### src/rtl/instruction_execute.sv
// EX stage: single-cycle ALU plus a 32-step shift-add multiplier. While the multiplier runs,
// busy stalls upstream and exOut carries a bubble.
module instruction_execute #(
  parameter int unsigned DATA_W = 32,
  parameter int unsigned IN_W   = 148,
  parameter int unsigned OUT_W  = 72
) (
  input  logic             clk,
  input  logic             rst,
  input  logic             en,
  input  logic [IN_W-1:0]  bufferIn,
  output logic             busy,
  output logic [OUT_W-1:0] exOut
);

  typedef enum logic {StIdle, StMul} state_e;

  state_e            state_q;
  logic [DATA_W-1:0] op1_q, op2_q, acc_q, rd3_q;
  logic [4:0]        cnt_q;
  logic [3:0]        rc_q;
  logic              mem_write_q, mem_to_reg_q, branch_flag_q;

  // ID/EX bundle fields
  logic              imm_src, branch_flag, mem_write, mem_to_reg;
  logic [3:0]        alu_control, rc;
  logic [DATA_W-1:0] rd1, rd2, rd3, extend_imm, op1, op2, result, acc_nxt;
  logic              unused_regs;

  assign imm_src     = bufferIn[147];
  assign branch_flag = bufferIn[146];
  assign mem_write   = bufferIn[145];
  assign mem_to_reg  = bufferIn[144];
  assign alu_control = bufferIn[143:140];
  assign rd1         = bufferIn[135:104];
  assign rd2         = bufferIn[99:68];
  assign rc          = bufferIn[67:64];
  assign rd3         = bufferIn[63:32];
  assign extend_imm  = bufferIn[31:0];
  // Source register numbers are only needed by forwarding logic upstream.
  assign unused_regs = ^{bufferIn[139:136], bufferIn[103:100]};

  assign op1 = rd1;
  assign op2 = imm_src ? extend_imm : rd2;

  always_comb begin
    result = '0;
    case (alu_control)
      4'b0000: result = op1 + op2;
      4'b0001: result = op1 - op2;
      4'b0010: result = op1 & op2;
      4'b0011: result = op1 | op2;
      4'b0100: result = op1 ^ op2;
      4'b0101: result = op1 << op2[4:0];
      4'b0110: result = op1 >> op2[4:0];
      4'b0111: result = $unsigned($signed(op1) >>> op2[4:0]);
      4'b1001: result = op2;
      default: result = '0;
    endcase
  end

  // One shift-add step: add op1 << cnt when multiplier bit cnt is set.
  assign acc_nxt = acc_q + (op2_q[cnt_q] ? (op1_q << cnt_q) : '0);

  assign busy = (state_q == StMul);

  always_ff @(posedge clk or posedge rst) begin
    if (rst) begin
      state_q       <= StIdle;
      exOut         <= '0;
      op1_q         <= '0;
      op2_q         <= '0;
      acc_q         <= '0;
      cnt_q         <= '0;
      rd3_q         <= '0;
      rc_q          <= '0;
      mem_write_q   <= 1'b0;
      mem_to_reg_q  <= 1'b0;
      branch_flag_q <= 1'b0;
    end else begin
      unique case (state_q)
        StIdle: begin
          if (en) begin
            if (alu_control == 4'b1000) begin
              op1_q         <= op1;
              op2_q         <= op2;
              rd3_q         <= rd3;
              rc_q          <= rc;
              mem_write_q   <= mem_write;
              mem_to_reg_q  <= mem_to_reg;
              branch_flag_q <= branch_flag;
              acc_q         <= '0;
              cnt_q         <= '0;
              exOut         <= '0;
              state_q       <= StMul;
            end else begin
              exOut <= {1'b1, branch_flag & (result == '0), mem_write, mem_to_reg, rc,
                        result, rd3};
            end
          end
        end
        StMul: begin
          acc_q <= acc_nxt;
          if (cnt_q == 5'd31) begin
            exOut   <= {1'b1, branch_flag_q & (acc_nxt == '0), mem_write_q, mem_to_reg_q, rc_q,
                        acc_nxt, rd3_q};
            state_q <= StIdle;
          end else begin
            cnt_q <= cnt_q + 5'd1;
          end
        end
        default: state_q <= StIdle;
      endcase
    end
  end

endmodule

### config.mk
export PLATFORM = sky130hd
export DESIGN_NAME = instruction_execute
export DESIGN_NICKNAME = d
export VERILOG_FILES = /design/src/rtl/instruction_execute.sv
export SDC_FILE = /design/constraint.sdc
export NUM_CORES = 1
export LEC_CHECK = 0
export ABC_AREA = 1
export BUFFER_PORTS_ARGS = -buffer_cell sky130_fd_sc_hd__buf_2
export CORE_MARGIN = 5
export CORE_UTILIZATION = 50
export CTS_CLUSTER_DIAMETER = 100
export DETAILED_ROUTE_END_ITERATION = 8
export GPL_ROUTABILITY_DRIVEN = 1
export PLACE_DENSITY = 0.71
export SKIP_CTS_REPAIR_TIMING = 1
export SLEW_MARGIN = 20
export SYNTH_ARGS = -nofsm -noshare
export SYNTH_HDL_FRONTEND = slang
export SYNTH_SLANG_ARGS = --single-unit
### constraint.sdc
create_clock -name clk -period 16.14 [get_ports clk]
set_input_delay 0.807 -clock clk [delete_from_list [all_inputs] [get_ports clk]]
set_output_delay 0.807 -clock clk [all_outputs]
set_load 0.05 [all_outputs]
==> results.md <==
* Outcome: finished, final reports clean
* Top fanout value on the critical path at 55
* Final count of pins violating max slew at 0
* Peak Freq at roughly 160 MHz
* Die Footprint at 47,200 sq um
* Net count of the finished layout at 3,940
* Fraction of post-synthesis cell area in the top cell type by area at between 20 and 25%
* Top post-synthesis cells by count: sky130_fd_sc_hd__nand2_1, sky130_fd_sc_hd__nand3_1, sky130_fd_sc_hd__inv_1
* Bufs and invs on worst path at 7
* Boundary pin count at between 200 and 250
* Pre-CTS setup slack at approximately 9.6 ns
* Drt drc at 0
* Number of enable-type register cells in the synthesized netlist at 0
* Net count of the mapped netlist at between 3,000 and 4,000
* Number of clock sinks at around 210
* Cell repeated most along the worst path: sky130_fd_sc_hd__nand2_1
* R2R depth at 28
* Hold Violations, Final at 0
* Quantity of I/O buffers inserted on ports at between 200 and 250
* Antenna violations before repair at 1
* Pin count of the biggest net entering global routing at roughly 110
* Category of the most critical setup path: in -> reg
* CTS tree: built
* Post-synthesis instance area at roughly 21,000 sq um
* Final WS setup at between 10 and 15 ns
* Via count of the first global-routing pass at 22,801
* Core box area at 42,800 sq um
* Post-detailed-route wirelength per cell at roughly 20 microns
* Die width at 217 microns
* Number of maximum-capacitance violations at 0
* CTS clock-pin slew for the worst setup and hold paths at 0.06 ns
* Critical Path Source: bufferIn[147]
* RSZ-0062 raised after global routing: no
* 1st-iter DRT viols at between 2,000 and 3,000
* Clk buf depth at 3
* Number of standard-cell rows in the floorplan at 76
* Fin crit share at between 30% and 40%
* Data arrival at the endpoint of the critical path at ~6.6 ns
* Antenna-violating nets left at 0
* Transition time at the pin with the least slew margin at approximately 1.1 ns
* Element type at the critical path end: flop
* Worst max-slew margin expressed relative to the limit at between 20% and 30%
* Number of failing setup endpoints in the final timing report at 0
* Slowest library cell on the worst path: sky130_fd_sc_hd__buf_4
* Most used DFF post-synth: sky130_fd_sc_hd__dfrtp_1
* Post-Synthesis Mean Instance Area at a little over 6 sq um
* Share of synthesized area occupied by flip-flops and latches at about a quarter
* RD Place Congestion at ~1.0
* Initial core utilization at 50.2%
* Reg2reg start: cnt_q[0]$_DFFE_PP0P_
* Minimum hold slack at ~0.33 ns
* Worst stage delay on the critical path at approximately 0.55 ns
* Netlist cell types at 60
* Post-synthesis instance total at around 3,500
* Clock period minus worst slack at between 6 and 7 ns
* Cell type group with the largest total delay on the critical path: simple AND/OR/NAND/NOR gates
* Reg2reg setup slack at between 10 and 15 ns
* Stages on the worst setup path at 38
* Most frequent cell after synthesis: sky130_fd_sc_hd__nand2_1
* Via count at approximately 25,000
* Yosys reg bits at about 210
* Aggregate global routing overflow at 0
* Number of synthesis warnings at 0
* Worst skew pair latency at 0.56 ns
* End point of the critical path: exOut[70]$_DFFE_PP0P_
* Combined global-route utilization of all metal layers at roughly a third
* Length of the first detailed-routing pass in iterations at 6
* Detailed-placement wirelength estimate at about 66,000 microns
* Maximum level of the CTS H-tree at 1
* Setup TNS at 0 ns
* Worst-case vdd ir drop at between 0.1 and 0.15 mV
* Worst Path Required at roughly 17 ns
* Endpoint of the most critical register-to-register path: exOut[70]$_DFFE_PP0P_
* Area growth from synthesis to layout at 10.4%
* Pwr Total at around 4.0 mW
* Height of the die at approximately 220 microns
* Yosys top cell by area: sky130_fd_sc_hd__dfrtp_1
* Placed cell count at 4,175
* Kind of start point of the critical path: input port
* Number of buffers added by the clock tree synthesis step at 26
* Leak at between 10 and 15 nW
* Worst clock skew at roughly 0.015 ns
* Pwr/cell area at 168 nW/um^2
* Area contributors post-synth: sky130_fd_sc_hd__dfrtp_1, sky130_fd_sc_hd__nand2_1, sky130_fd_sc_hd__nand3_1
* Count of placed standard cells in the final layout, fillers left out at roughly 4,200
* Share of synthesized registers carrying an async set or reset at between 90% and 100%
* Fraction of layout cells with a size suffix above 1 at between 10% and 20%
* CTS root buffer: sky130_fd_sc_hd__clkbuf_16
* Worst hold-check path type: in -> async
* Via density per instance at about 5.8
* Final wirelength at roughly 86,000 microns
* First-pass GRT wire length at between 100,000 and 150,000 microns
-- cells in the final DEF, fill, tap and decap left out, types with 5 or more instances in the layout --
master | Yosys | routed
sky130_fd_sc_hd__clkbuf_16 | 0 | 26
sky130_fd_sc_hd__o211ai_1 | 22 | 22
sky130_fd_sc_hd__o22ai_1 | 5 | 5
sky130_fd_sc_hd__o21a_1 | 10 | 10
sky130_fd_sc_hd__nand3_1 | 461 | 461
sky130_fd_sc_hd__buf_4 | 5 | 36
sky130_fd_sc_hd__nor2_1 | 306 | 305
sky130_fd_sc_hd__clkbuf_8 | 0 | 6
sky130_fd_sc_hd__and2_1 | 7 | 7
sky130_fd_sc_hd__xor2_1 | 39 | 39
sky130_fd_sc_hd__ha_1 | 130 | 130
sky130_fd_sc_hd__nand4_1 | 33 | 33
sky130_fd_sc_hd__a221oi_1 | 7 | 7
sky130_fd_sc_hd__a31oi_1 | 29 | 29
sky130_fd_sc_hd__o21bai_1 | 6 | 6
sky130_fd_sc_hd__buf_2 | 36 | 215
sky130_fd_sc_hd__nor3_1 | 24 | 24
sky130_fd_sc_hd__nor2_2 | 6 | 7
sky130_fd_sc_hd__o21ai_0 | 248 | 247
sky130_fd_sc_hd__a21o_1 | 5 | 5
sky130_fd_sc_hd__inv_1 | 320 | 319
sky130_fd_sc_hd__or2_2 | 27 | 27
sky130_fd_sc_hd__xnor2_1 | 6 | 6
sky130_fd_sc_hd__o21ai_1 | 10 | 10
sky130_fd_sc_hd__inv_2 | 11 | 11
sky130_fd_sc_hd__a22oi_1 | 10 | 10
sky130_fd_sc_hd__dfrtp_1 | 213 | 212
sky130_fd_sc_hd__o21ai_2 | 26 | 27
sky130_fd_sc_hd__nand2_2 | 9 | 9
sky130_fd_sc_hd__a21oi_1 | 215 | 214
sky130_fd_sc_hd__nand2_1 | 1130 | 1129
sky130_fd_sc_hd__nand3b_1 | 10 | 10
sky130_fd_sc_hd__o2111ai_1 | 5 | 5
-- metrics by stage --
stage	cell area (sq um)	util (%)
6_report	23700	55.5
4_1_cts	23700	55.4
3_3_place_gp	22800	53.3
2_1_floorplan	21500	-
3_5_place_dp	22800	53.3
5_1_grt	23700	55.4
-- kinds of logic (layout without fill, tap and decap cells) --
kind of cell,after synthesis,count (layout),share of synthesized area (%)
and+or+nand+nor,2029,2029,39.7
AOI/OAI and AO/OA,619,619,16.3
buffers and inverters,504,635,9.40
DFF,213,213,24.8
adders and majority gates,132,132,7.76
xor gates and xnor gates,45,45,1.83
muxes,4,4,0.186
other,0,2,0
-- layer usage --
| layer | GRT usage [%] | up-vias | wire, microns |
|---|---|---|---|
| met5 | 0 | - | 13 |
| met4 | 19.4 | 2 | 5800 |
| met3 | 5.79 | 239 | 7480 |
| met2 | 55.9 | 1136 | 38000 |
| met1 | 46.2 | 11244 | 35200 |
| li1 | - | 11896 | - |
-- where the power goes --
group	internal [mW]	switching (mW)	leakage, nW	total (mW)
logic	0.689	1.74	9.42	2.43
clock network	0.375	0.244	0.450	0.618
registers	0.781	0.159	2.64	0.940
-- layout make-up --
class                           count  area, sq um
Fill cell                        4529        19100
Multi-Input combinational cell   2829        14200
Sequential cell                   213         5330
Timing Repair Buffer              251         1350
Inverter                          336         1280
Clock buffer                       35          744
Tap cell                          546          683
Clock inverter                     13          178
Antenna cell                        2         5.00
-- registers in the layout, indices dropped and copies added, names as in the netlist --
| name | cells |
|---|---|
| acc_q | 32 |
| branch_flag_q | 1 |
| busy | 1 |
| cnt_q | 5 |
| exOut | 72 |
| mem_to_reg_q | 1 |
| mem_write_q | 1 |
| op1_q | 32 |
| op2_q | 32 |
| rc_q | 4 |
| rd3_q | 32 |
-- worst min-delay path by stage --
| stage | start | to | slack (ns) | depth (start not counted) |
|---|---|---|---|---|
| finish | rst | exOut[66]$_DFFE_PP0P_ | 0.33 | 2 |
| global route | rst | exOut[65]$_DFFE_PP0P_ | 0.38 | 2 |
| CTS | rst | exOut[65]$_DFFE_PP0P_ | 0.35 | 2 |
| detailed placement | rd3_q[11]$_DFFE_PP0P_ | rd3_q[11]$_DFFE_PP0P_ | 0.46 | 2 |
| global placement | exOut[70]$_DFFE_PP0P_ | exOut[70]$_DFFE_PP0P_ | 0.46 | 2 |
| floorplan | op2_q[10]$_DFFE_PP0P_ | op2_q[10]$_DFFE_PP0P_ | 0.45 | 2 |
Power figures use the tool's default switching activity.
